[src/rtl/mem_access_ctrl.sv]
`default_nettype none
// ============================================================================
// Module : mem_access_ctrl
// Desc   : MEM-stage initiator; splits word loads/stores into byte beats for data_Mem.
// Rev    : 1.0
// ============================================================================
module mem_access_ctrl #(
    parameter int N      = 32,
    parameter int DATA_W = 8
) (
    input  logic         clk,
    input  logic         rst,
    input  logic         req_valid,
    output logic         req_ready,
    input  logic         req_write,
    input  logic         req_byte,
    input  logic [N-1:0] req_addr,
    input  logic [N-1:0] req_wdata,
    output logic         resp_valid,
    output logic         resp_err,
    output logic [N-1:0] resp_rdata,
    output logic [N-1:0] mem_addr,
    output logic [N-1:0] mem_wdata,
    input  logic [N-1:0] mem_rdata,
    output logic         mem_re,
    output logic         mem_we,
    output logic         mem_isbyte
);
    localparam int BEATS = N / DATA_W;
    localparam int BW    = (BEATS > 1) ? $clog2(BEATS) : 1;
    localparam logic [BW-1:0] LAST_BEAT = BW'(BEATS - 1);

    typedef enum logic [1:0] {
        IDLE   = 2'd0,
        ISSUE  = 2'd1,
        SETTLE = 2'd2,
        DONE   = 2'd3
    } state_t;

    state_t        state, state_nxt;
    logic [BW-1:0] beat, beat_nxt;
    logic          op_write, op_write_nxt;
    logic          op_byte, op_byte_nxt;
    logic [N-1:0]  op_addr, op_addr_nxt;
    logic [N-1:0]  op_wdata, op_wdata_nxt;
    logic [N-1:0]  asm_word, asm_word_nxt;
    logic          req_ready_nxt;
    logic          resp_valid_nxt;
    logic          resp_err_nxt;
    logic [N-1:0]  resp_rdata_nxt;
    logic [N-1:0]  mem_addr_nxt;
    logic [N-1:0]  mem_wdata_nxt;
    logic          mem_re_nxt;
    logic          mem_we_nxt;

    // Only the low byte lane of the memory read bus is meaningful.
    logic unused_rdata_hi;
    assign unused_rdata_hi = |mem_rdata[N-1:DATA_W];

    assign mem_isbyte = op_byte;

    always_ff @(posedge clk) begin
        if (!rst) begin
            state      <= IDLE;
            beat       <= '0;
            op_write   <= 1'b0;
            op_byte    <= 1'b0;
            op_addr    <= '0;
            op_wdata   <= '0;
            asm_word   <= '0;
            req_ready  <= 1'b1;
            resp_valid <= 1'b0;
            resp_err   <= 1'b0;
            resp_rdata <= '0;
            mem_addr   <= '0;
            mem_wdata  <= '0;
            mem_re     <= 1'b0;
            mem_we     <= 1'b0;
        end else begin
            state      <= state_nxt;
            beat       <= beat_nxt;
            op_write   <= op_write_nxt;
            op_byte    <= op_byte_nxt;
            op_addr    <= op_addr_nxt;
            op_wdata   <= op_wdata_nxt;
            asm_word   <= asm_word_nxt;
            req_ready  <= req_ready_nxt;
            resp_valid <= resp_valid_nxt;
            resp_err   <= resp_err_nxt;
            resp_rdata <= resp_rdata_nxt;
            mem_addr   <= mem_addr_nxt;
            mem_wdata  <= mem_wdata_nxt;
            mem_re     <= mem_re_nxt;
            mem_we     <= mem_we_nxt;
        end
    end

    // Outputs are computed for the state being entered, so they are registered with it.
    always_comb begin
        state_nxt      = state;
        beat_nxt       = beat;
        op_write_nxt   = op_write;
        op_byte_nxt    = op_byte;
        op_addr_nxt    = op_addr;
        op_wdata_nxt   = op_wdata;
        asm_word_nxt   = asm_word;
        req_ready_nxt  = req_ready;
        resp_valid_nxt = 1'b0;
        resp_err_nxt   = 1'b0;
        resp_rdata_nxt = resp_rdata;
        mem_addr_nxt   = mem_addr;
        mem_wdata_nxt  = mem_wdata;
        mem_re_nxt     = 1'b0;
        mem_we_nxt     = 1'b0;

        case (state)
            IDLE: begin
                if (req_valid) begin
                    op_write_nxt  = req_write;
                    op_byte_nxt   = req_byte;
                    op_addr_nxt   = req_addr;
                    op_wdata_nxt  = req_wdata;
                    req_ready_nxt = 1'b0;
                    beat_nxt      = '0;
                    if (!req_byte && (req_addr[BW-1:0] != '0)) begin
                        state_nxt      = DONE;
                        resp_valid_nxt = 1'b1;
                        resp_err_nxt   = 1'b1;
                    end else begin
                        state_nxt     = ISSUE;
                        mem_addr_nxt  = req_addr;
                        mem_re_nxt    = !req_write;
                        mem_we_nxt    = req_write;
                        mem_wdata_nxt = '0;
                        mem_wdata_nxt[DATA_W-1:0] = req_wdata[DATA_W-1:0];
                    end
                end
            end
            ISSUE: begin
                state_nxt = SETTLE;
            end
            SETTLE: begin
                if (!op_write) begin
                    asm_word_nxt[int'(beat)*DATA_W +: DATA_W] = mem_rdata[DATA_W-1:0];
                end
                if (op_byte || (beat == LAST_BEAT)) begin
                    state_nxt      = DONE;
                    resp_valid_nxt = 1'b1;
                    if (!op_write) begin
                        resp_rdata_nxt = op_byte ? N'(mem_rdata[DATA_W-1:0]) : asm_word_nxt;
                    end
                end else begin
                    beat_nxt      = beat + 1'b1;
                    state_nxt     = ISSUE;
                    mem_addr_nxt  = op_addr + N'(beat_nxt);
                    mem_re_nxt    = !op_write;
                    mem_we_nxt    = op_write;
                    mem_wdata_nxt = '0;
                    mem_wdata_nxt[DATA_W-1:0] = op_wdata[int'(beat_nxt)*DATA_W +: DATA_W];
                end
            end
            DONE: begin
                state_nxt     = IDLE;
                req_ready_nxt = 1'b1;
            end
            default: begin
                state_nxt = IDLE;
            end
        endcase
    end
endmodule
`default_nettype wire

[config.mk]
export PLATFORM = sky130hd
export DESIGN_NAME = mem_access_ctrl
export DESIGN_NICKNAME = d
export VERILOG_FILES = /design/src/rtl/mem_access_ctrl.sv
export SDC_FILE = /design/constraint.sdc
export NUM_CORES = 1
export LEC_CHECK = 0
export ABC_AREA = 0
export BUFFER_PORTS_ARGS = -buffer_cell sky130_fd_sc_hd__buf_4
export CORE_MARGIN = 4
export CORE_UTILIZATION = 45
export CTS_CLUSTER_SIZE = 14
export DETAILED_ROUTE_END_ITERATION = 7
export PLACE_DENSITY = 0.76
export SLEW_MARGIN = 20
export SYNTH_ARGS = -nofsm -noshare
export SYNTH_HDL_FRONTEND = slang
export SYNTH_SLANG_ARGS = --single-unit
[constraint.sdc]
create_clock -name clk -period 3.1 [get_ports clk]
set_input_delay 0.62 -clock clk [delete_from_list [all_inputs] [get_ports clk]]
set_output_delay 0.62 -clock clk [all_outputs]
set_load 0.005 [all_outputs]
==> impl_metrics.tcl, run 1 <==
set metrics [dict create \
    floorplan.initialDensity_pct 46.0 \
    ioPinCount 203 \
    measured_slew_at_the_worst_slew_check_pin_ns 1.00 \
    setup-tns-final_ns 0 \
    routabilityCongestion 0.839 \
    fillCellCount 1647 \
    clkLatencyLatePin_ns 0.42 \
    critical_path.endpoint_type "flop" \
    clock_tree.buffer_depth 2 \
    ys.flop_type "sky130_fd_sc_hd__dfxtp_1" \
    postSynthRegisterBits 179 \
    post_drt_wl_per_cell_um 16.5 \
    period_share_pct 91.9 \
    commonest_non_fill_non_tap_cell_in_the_layout "sky130_fd_sc_hd__nand2_1" \
    placed_area_mm2 0.00961 \
    crit_chain "inv_1 -> ha_1 -> buf_4 -> fa_1 -> and4_1 -> nor3b_2 -> nand4_1 -> xor2_1 -> o221ai_1" \
    tritoncts_clock_tree "yes" \
    cts.root.buffer_cell "sky130_fd_sc_hd__clkbuf_16" \
    synthToLayoutAreaGrowth_pct 22.1 \
    num_vias 7343 \
    maxClockFrequency_mhz 351 \
    viasPerCell 5.49 \
    rows 49 \
    timing.final.crit_period_ns 2.85 \
    postCtsSetupBuffers 0 \
    finalMaxSlewViolations 0 \
    totalWireLength_um 22000 \
    worstPathRequired_ns 3.44 \
    status "finished clean" \
    initialDrtViolationCount 433 \
    power-per-cell-area_mw_per_mm2 523 \
    hpwlAfterDp_um 15200 \
    place.port_buffers 154 \
    clkTransAtPathRegs_ns 0.06 \
    critical_path.top_delay_family "simple AND/OR/NAND/NOR gates" \
    core_area_mm2 0.0181 \
    grt_first_pass_wirelength_um 35500 \
    remaining_drc_errors 0 \
    yosys.cell_types.count 60 \
    post_synth_edffs 0 \
    maximum_fanout_along_the_worst_path 9 \
    synthesis.area_mm2 0.00832 \
    async_reset_ff_share_pct 0 \
    final_net_count 1205 \
    seq_area_mm2 0.00358 \
    fin_skew_ns 0.00752 \
    drt-pass1-iter-count 5 \
    clock_sink_count 179 \
    synthesis.instances 973 \
    final_design_area_no_fill_mm2 0.0102 \
    vias_in_the_first_global_route 6953 \
    cts_buffers 17 \
    die_width_um 144 \
    route.layer.met1.wl_um 9870 \
    cp_slowest_stage_delay_ns 0.59 \
    maxCapViolCount 0 \
    detailroute.wirelength.met3_um 1280 \
    total_chip_power_w 0.00531 \
    synth.yosys.seq_area_share_pct 43.1 \
    met2RoutedLength_um 10300 \
    cp_data_arrival_time_ns 3.19 \
    antenna_cells 0 \
    globalRouteTotalUtil_pct 21.3 \
    globalRouteOverflowTotal 0 \
    final_util_pct 56.2 \
    warnings_synthesis 0 \
    crit_slowest_cell "sky130_fd_sc_hd__nor3b_2" \
    antenna_found_initial 0 \
    cp-start-kind "flop" \
    criticalPathCategory "flop to flop" \
    die_height_um 144 \
    route.antenna.remaining_nets 0 \
    slew_headroom_pct 32.7 \
    holdBufCountCts 0 \
    design.die.area_mm2 0.0207 \
    final_layout_size_suffix_gt1_share_pct 21.1 \
    cp_buf_inv_count 2 \
    vdd.ir_drop.worst_mv 0.461 \
    multi_input_area_mm2 0.00438 \
    timing.final.setup_violations 0 \
    leakagePower_nw 4.08 \
    route.top_layer_used "met4" \
    syn_area_per_cell_um2 8.55 \
    finalHoldViolCount 0 \
    worst_hold_path_type "input pin to flop" \
    post_cts.resized_instances 0 \
    most-common-layout-cells "sky130_fd_sc_hd__nand2_1, sky130_fd_sc_hd__dfxtp_1, sky130_fd_sc_hd__buf_4" \
    cts_htree_levels 4 \
    pin_count_of_the_biggest_net_entering_global_routing 67 \
    rsz0062_at_grt "false" \
]
==> worst register-to-register path: cells and delay by family (launching register included) <==
family / cells / cell delay [ns]
xor gates and xnor gates: 1 / 0.17
adders and majority gates: 2 / 0.62
AOI/OAI and AO/OA: 1 / 0.18
and+or+nand+nor: 3 / 1.18
buffers and inverters: 2 / 0.30
DFF: 1 / 0.33
==> cell families (layout without fill, tap and decap cells) <==
family                     count (synthesis)  after routing  synth area share (%)
and+or+nand+nor                          378            378                  21.7
buffers and inverters                    101            213                  5.80
adders and majority gates                  9              9                  1.44
muxes                                     11             11                  2.53
xor gates and xnor gates                  24             24                  2.53
AOI/OAI and AO/OA                        270            270                  22.9
other                                      1             24                0.0451
DFF                                      179            179                  43.1
==> synth_stat cells (4+ instances only) <==
cell type | number | area (um2)
sky130_fd_sc_hd__a21oi_1 | 34 | 170
sky130_fd_sc_hd__a31oi_1 | 4 | 25.0
sky130_fd_sc_hd__mux4_2 | 8 | 180
sky130_fd_sc_hd__xnor2_1 | 8 | 70.1
sky130_fd_sc_hd__buf_2 | 7 | 35.0
sky130_fd_sc_hd__nor2_1 | 33 | 124
sky130_fd_sc_hd__nand3_1 | 26 | 130
sky130_fd_sc_hd__ha_1 | 8 | 100
sky130_fd_sc_hd__nand4_1 | 9 | 56.3
sky130_fd_sc_hd__buf_1 | 6 | 22.5
sky130_fd_sc_hd__buf_4 | 25 | 188
sky130_fd_sc_hd__and3_1 | 7 | 43.8
sky130_fd_sc_hd__a22o_1 | 16 | 140
sky130_fd_sc_hd__a21boi_0 | 85 | 638
sky130_fd_sc_hd__or3_1 | 9 | 56.3
sky130_fd_sc_hd__and4_1 | 7 | 61.3
sky130_fd_sc_hd__nand2_1 | 215 | 807
sky130_fd_sc_hd__nor2b_1 | 30 | 188
sky130_fd_sc_hd__xor2_1 | 16 | 140
sky130_fd_sc_hd__o21ai_0 | 44 | 220
sky130_fd_sc_hd__dfxtp_1 | 179 | 3580
sky130_fd_sc_hd__nand2b_1 | 7 | 43.8
sky130_fd_sc_hd__and2_1 | 11 | 68.8
sky130_fd_sc_hd__a221oi_1 | 8 | 70.1
sky130_fd_sc_hd__a22oi_1 | 36 | 270
sky130_fd_sc_hd__nor3_1 | 9 | 45.0
sky130_fd_sc_hd__o221ai_1 | 4 | 35.0
sky130_fd_sc_hd__o211a_1 | 11 | 110
sky130_fd_sc_hd__clkbuf_1 | 59 | 221
sky130_fd_sc_hd__o211ai_1 | 10 | 75.1
==> registers in the layout, indices dropped and copies added, names as in the netlist <==
| signal | flops |
|---|---|
| asm_word | 32 |
| beat | 2 |
| mem_addr | 32 |
| mem_isbyte | 1 |
| mem_re | 1 |
| mem_wdata | 8 |
| mem_we | 1 |
| op_addr | 32 |
| op_wdata | 32 |
| op_write | 1 |
| req_ready | 1 |
| resp_err | 1 |
| resp_rdata | 32 |
| resp_valid | 1 |
| state | 2 |
==> final timing paths <==
| kind | to | startpoint | cells after the start | slack (ns) |
|---|---|---|---|---|
| worst min-delay path | state[0]$_SDFFE_PN0N_ | req_valid | 3 | 0.44 |
| worst max register to register | mem_addr[14]$_SDFFE_PN0P_ | beat[1]$_SDFFE_PN0P_ | 9 | 0.25 |
| worst max-delay path | mem_addr[14]$_SDFFE_PN0P_ | beat[1]$_SDFFE_PN0P_ | 9 | 0.25 |
| worst min register to register | op_wdata[2]$_SDFFE_PN0P_ | op_wdata[2]$_SDFFE_PN0P_ | 2 | 0.46 |
==> per-stage QoR <==
| step | instances | setup slack, ns | hold WS [ns] |
|---|---|---|---|
| after floorplan | 996 | 0.625 | 0.440 |
| after global placement | 1305 | 0.310 | 0.446 |
| after detailed placement | 1305 | 0.290 | 0.456 |
| after CTS | 1337 | 0.279 | 0.426 |
| after global routing | 1337 | 0.0130 | 0.448 |
| final | 1337 | 0.250 | 0.440 |
==> cell type report <==
class / count / share of cell area [%]
multi-input combinational: 716 / 43.1
timing repair buffer: 178 / 13.3
tap: 229 / 2.82
clock buffer: 21 / 4.63
clock inverter: 11 / 0.788
sequential: 179 / 35.3
inverter: 3 / 0.111
==> layer usage <==
metal / up-vias / track usage (%)
met4: 0 / 7.98
li1: 3606 / -
met5: - / 0
met3: 39 / 4.07
met1: 3461 / 29.1
met2: 237 / 33.7
==> report_power, final <==
| part | switching, W | total, W | internal, W | leakage, nW |
|---|---|---|---|---|
| clock network | 0.000913 | 0.00200 | 0.00109 | 0.261 |
| registers | 0.000108 | 0.00255 | 0.00244 | 1.46 |
| logic | 0.000415 | 0.000762 | 0.000347 | 2.36 |
No activity file was read; power rests on OpenSTA's default activity.
==> run 2: changes to the inputs <==
Settings changed: BUFFER_PORTS_ARGS -buffer_cell sky130_fd_sc_hd__buf_4 to -buffer_cell sky130_fd_sc_hd__buf_2, CTS_BUF_LIST set to sky130_fd_sc_hd__clkbuf_8.
==> run 2 against run 1 <==
Effect of this change: sequential share of layout area grew 1.7 points; combinational power fell by 5.9%; fmax grew 4.0%; setup slack gained 0.11 ns; worst hold slack lost 0.041 ns; first-iteration DRC count rose by 18%; non-clock buffer count rose by 2; count of clock-buffer cells in the layout decreased by 4; critical path depth grew 1; largest power group unchanged.
==> impl_metrics.tcl, run 2 (synthesized netlist as in run 1, its figures left out) <==
set metrics [dict create \
    maxClockFrequency_mhz 365 \
    clkTransAtPathRegs_ns 0.09 \
    status "finished clean" \
    cp-start-kind "flop" \
    total_chip_power_w 0.00489 \
    period_share_pct 88.4 \
    maximum_fanout_along_the_worst_path 7 \
    holdBufCountCts 0 \
    synthToLayoutAreaGrowth_pct 16.4 \
    drt-pass1-iter-count 5 \
    final_util_pct 53.6 \
    globalRouteTotalUtil_pct 21.5 \
    timing.final.crit_period_ns 2.74 \
    slew_headroom_pct 49.0 \
    core_area_mm2 0.0181 \
    dp_slack_ns 0.200 \
    clock_tree.buffer_depth 2 \
    clkLatencyLatePin_ns 0.46 \
    hpwlAfterDp_um 15200 \
    leakagePower_nw 3.99 \
    setup-tns-final_ns 0 \
    clkPwrFrac_pct 33.4 \
    rows 49 \
    power_switching_w 0.00137 \
    seq_power_share_pct 51.9 \
    clock_sink_count 179 \
    switching_share_pct 28.0 \
    vias_in_the_first_global_route 6903 \
    worst_hold_path_type "input pin to flop" \
    critical_path.endpoint_type "flop" \
    commonest_non_fill_non_tap_cell_in_the_layout "sky130_fd_sc_hd__nand2_1" \
    routabilityCongestion 0.851 \
    maxCapViolCount 0 \
    antenna_found_initial 5 \
    die_height_um 144 \
    finalMaxSlewViolations 0 \
    die_width_um 144 \
    cts_htree_levels 4 \
    power.share.combinational_pct 14.7 \
    measured_slew_at_the_worst_slew_check_pin_ns 0.759 \
    cp_data_arrival_time_ns 3.12 \
    internal_power_w 0.00352 \
    viasPerCell 5.54 \
    fin_skew_ns 0.0118 \
    tritoncts_clock_tree "yes" \
    remaining_drc_errors 0 \
    power-per-cell-area_mw_per_mm2 505 \
    fin_cells 1339 \
    timing.final.setup_violations 0 \
    pin_count_of_the_biggest_net_entering_global_routing 68 \
    design.die.area_mm2 0.0207 \
    final_net_count 1207 \
    place.port_buffers 154 \
    final_layout_size_suffix_gt1_share_pct 21.1 \
    ioPinCount 203 \
    rsz0062_at_grt "false" \
    most-common-layout-cells "sky130_fd_sc_hd__nand2_1, sky130_fd_sc_hd__dfxtp_1, sky130_fd_sc_hd__buf_2" \
    cts_buffers 17 \
    criticalPathCategory "flop to flop" \
    worstPathRequired_ns 3.48 \
    floorplan.initialDensity_pct 46.0 \
    totalWireLength_um 22300 \
    finalHoldViolCount 0 \
    post_drt_wl_per_cell_um 16.7 \
    placed_cells 1305 \
    num_vias 7416 \
    cts.root.buffer_cell "sky130_fd_sc_hd__clkbuf_8" \
    setup_slack_ns 0.360 \
    initialDrtViolationCount 509 \
    vdd.ir_drop.worst_mv 0.313 \
    route.antenna.remaining_nets 0 \
    grt_first_pass_wirelength_um 35900 \
    globalRouteOverflowTotal 0 \
]
## run 2: cell count changes in the layout (fill, tap and decap cells not counted), moves of 2 or more
cell / delta
sky130_fd_sc_hd__buf_12: +3
sky130_fd_sc_hd__buf_2: +153
sky130_fd_sc_hd__buf_4: -154
sky130_fd_sc_hd__bufinv_16: +3
sky130_fd_sc_hd__clkbuf_16: -17
sky130_fd_sc_hd__clkbuf_8: +14
sky130_fd_sc_hd__clkinvlp_4: -3
sky130_fd_sc_hd__diode_2: +2
## run 2: through the flow
step | cell area, um2 | hold WS, ns
floorplan | 8410 | 0.440
global placement | 9260 | 0.447
detailed placement | 9260 | 0.456
CTS | 9660 | 0.375
global route | 9690 | 0.371
finish | 9690 | 0.399
## run 2: cell type report
class	instances	area [um2]
fill	1689	8400
multi-input combinational	716	4390
sequential	179	3580
timing repair buffer	180	1020
tap	229	287
clock buffer	17	234
clock inverter	13	161
inverter	3	11.3
antenna	2	5.00
## run 2: routing by layer
metal  track usage, %  vias up  part of all wire, %
li1                 -     3610                    -
met1             29.5     3522                   45
met2             34.2      246                   47
met3             4.96       32                  6.3
met4             6.10        6                  1.7
met5                0        -                 0.15
## run 2: repair_timing
item	CTS	global route
endpoints found under the setup margin	0	7
hold endpoints to repair	0	0
resized for setup	0	1
setup buffers	0	2
## run 2: worst paths after layout
path                             start                   endpoint  slack, ns  cells past startpoint
max               beat[1]$_SDFFE_PN0P_  mem_addr[14]$_SDFFE_PN0P_       0.36                     10
min                      req_wdata[27]  op_wdata[27]$_SDFFE_PN0P_       0.40                      3
max reg2reg       beat[1]$_SDFFE_PN0P_  mem_addr[14]$_SDFFE_PN0P_       0.36                     10
min reg2reg  op_wdata[12]$_SDFFE_PN0P_  op_wdata[12]$_SDFFE_PN0P_       0.47                      2
## run 2: critical path, cell delays in order (launching register included)
cell,delay (ns)
sky130_fd_sc_hd__dfxtp_1,0.41
sky130_fd_sc_hd__inv_1,0.10
sky130_fd_sc_hd__ha_1,0.35
sky130_fd_sc_hd__buf_4,0.21
sky130_fd_sc_hd__fa_1,0.25
sky130_fd_sc_hd__and4_1,0.43
sky130_fd_sc_hd__nor3b_4,0.31
sky130_fd_sc_hd__buf_4,0.17
sky130_fd_sc_hd__nand4_1,0.10
sky130_fd_sc_hd__xor2_1,0.16
sky130_fd_sc_hd__o221ai_1,0.17
## run 2: power by group through the flow
stage / logic [W] / clock network [W] / registers, W
global route: 0.000799 / 0.00177 / 0.00256
finish: 0.000717 / 0.00164 / 0.00254
floorplan: 0.000451 / 0 / 0.00257
CTS: 0.000720 / 0.00167 / 0.00254
global placement: 0.000705 / 0 / 0.00258
detailed placement: 0.000717 / 0 / 0.00259
==> run 3: changes to the inputs <==
Settings changed: PLACE_DENSITY 0.76 to 0.69.
==> run 3 against run 2 <==
Effect of this change: die area unchanged; final area down 0.19%; utilization shrank 0.10 points; sequential cell count unchanged; critical endpoint is now mem_addr[13]$_SDFFE_PN0P_; highest routed layer unchanged.
==> impl_metrics.tcl, run 3 (synthesized netlist as in run 1, its figures left out) <==
set metrics [dict create \
    status "finished clean" \
    maxClockFrequency_mhz 373 \
    clock_sink_count 179 \
    route.antenna.remaining_nets 0 \
    post_drt_wl_per_cell_um 16.5 \
    totalWireLength_um 22100 \
    drt-pass1-iter-count 5 \
    measured_slew_at_the_worst_slew_check_pin_ns 0.756 \
    pin_count_of_the_biggest_net_entering_global_routing 69 \
    min-delay-start "req_wdata[22]" \
    hpwlAfterDp_um 15000 \
    timing.final.crit_period_ns 2.68 \
    vdd.ir_drop.worst_mv 0.296 \
    synthToLayoutAreaGrowth_pct 16.1 \
    final_layout_size_suffix_gt1_share_pct 20.9 \
    antenna_cells 0 \
    maxCapViolCount 0 \
    worst_hold_path_type "input pin to flop" \
    place.port_buffers 154 \
    timing.final.setup_violations 0 \
    design.die.area_mm2 0.0207 \
    hold-path-endpoint "op_wdata[22]$_SDFFE_PN0P_" \
    cts.root.buffer_cell "sky130_fd_sc_hd__clkbuf_8" \
    most-common-layout-cells "sky130_fd_sc_hd__nand2_1, sky130_fd_sc_hd__dfxtp_1, sky130_fd_sc_hd__buf_2" \
    vias_in_the_first_global_route 6799 \
    postCtsSetupBuffers 0 \
    antenna_found_initial 4 \
    final_design_area_no_fill_mm2 0.00967 \
    remaining_drc_errors 0 \
    initialDrtViolationCount 422 \
    floorplan.initialDensity_pct 46.0 \
    clock_tree.buffer_depth 2 \
    final_net_count 1204 \
    rsz0062_at_grt "false" \
    worst-r2r-setup-slack_ns 0.42 \
    finalMaxSlewViolations 0 \
    seq_area_mm2 0.00358 \
    ff2ff_path_depth 8 \
    worstPathRequired_ns 3.45 \
    grt_first_pass_wirelength_um 35500 \
    globalRouteTotalUtil_pct 21.4 \
    min_path_cells 3 \
    multi_input_area_mm2 0.00438 \
    slew_headroom_pct 49.2 \
    routabilityCongestion 0.796 \
    power-per-cell-area_mw_per_mm2 517 \
    finalHoldViolCount 0 \
    viasPerCell 5.45 \
    clkTransAtPathRegs_ns 0.09 \
    placed_area_mm2 0.00923 \
    critical_path.endpoint_type "flop" \
    ioPinCount 203 \
    holdBufCountCts 0 \
    cp-start-kind "flop" \
    die_width_um 144 \
    fillCellCount 1709 \
    die_height_um 144 \
    commonest_non_fill_non_tap_cell_in_the_layout "sky130_fd_sc_hd__nand2_1" \
    maximum_fanout_along_the_worst_path 8 \
    num_vias 7276 \
    cts_buffers 17 \
    criticalPathCategory "flop to flop" \
    cts_htree_levels 4 \
    globalRouteOverflowTotal 0 \
    cp_data_arrival_time_ns 3.02 \
    post_cts.resized_instances 0 \
    setup-tns-final_ns 0 \
    final_util_pct 53.4 \
    clkLatencyLatePin_ns 0.45 \
    tritoncts_clock_tree "yes" \
    timing.rr.end "mem_addr[13]$_SDFFE_PN0P_" \
    fin_skew_ns 0.00950 \
    worstReg2RegStart "beat[1]$_SDFFE_PN0P_" \
    period_share_pct 86.4 \
    rows 49 \
    leakagePower_nw 3.96 \
    core_area_mm2 0.0181 \
]
[run 3: worst max-delay path, cell delays in order (launching register included)]
cell	delay [ns]
sky130_fd_sc_hd__dfxtp_1	0.42
sky130_fd_sc_hd__inv_1	0.11
sky130_fd_sc_hd__ha_1	0.36
sky130_fd_sc_hd__ha_1	0.31
sky130_fd_sc_hd__a21oi_1	0.08
sky130_fd_sc_hd__or4_1	0.71
sky130_fd_sc_hd__o21ai_0	0.26
sky130_fd_sc_hd__nand3b_1	0.12
sky130_fd_sc_hd__a32o_1	0.21
[run 3: layout make-up]
type	count	area share [%]
clock buffers	18	2.56
repair buffers	177	10.0
inverters	3	0.116
multi-input cells	716	45.4
clock inverters	12	1.89
well taps	229	2.96
flip-flops and latches	179	37.1
[run 3: worst max path at each step]
stage	start	endpoint
2_1_floorplan	beat[0]$_SDFFE_PN0P_	mem_addr[23]$_SDFFE_PN0P_
3_3_place_gp	beat[0]$_SDFFE_PN0P_	resp_rdata[29]$_SDFFE_PN0P_
3_5_place_dp	beat[0]$_SDFFE_PN0P_	resp_rdata[30]$_SDFFE_PN0P_
4_1_cts	beat[1]$_SDFFE_PN0P_	mem_addr[13]$_SDFFE_PN0P_
5_1_grt	beat[1]$_SDFFE_PN0P_	mem_addr[14]$_SDFFE_PN0P_
6_report	beat[1]$_SDFFE_PN0P_	mem_addr[13]$_SDFFE_PN0P_
[run 3: stage by stage]
step | instances | total power (W) | setup WS, ns | hold slack (ns)
4_1_cts | 1334 | 0.00504 | 0.433 | 0.366
3_3_place_gp | 1304 | 0.00328 | 0.460 | 0.446
3_5_place_dp | 1304 | 0.00329 | 0.455 | 0.454
6_report | 1334 | 0.00500 | 0.422 | 0.405
5_1_grt | 1334 | 0.00523 | 0.241 | 0.378
2_1_floorplan | 996 | 0.00302 | 0.625 | 0.440
[run 3: per-layer routing]
layer	global-route usage, %	wire [um]	vias up
li1	-	-	3610
met1	29.9	10400	3399
met2	32.9	9770	224
met5	0	55	-
met3	4.99	1480	35
met4	6.49	399	8
[run 3: power breakdown]
group / leakage, nW / switching, W / internal (W)
combinational: 2.29 / 0.000417 / 0.000287
sequential: 1.46 / 0.000100 / 0.00244
clock: 0.213 / 0.000858 / 0.000897
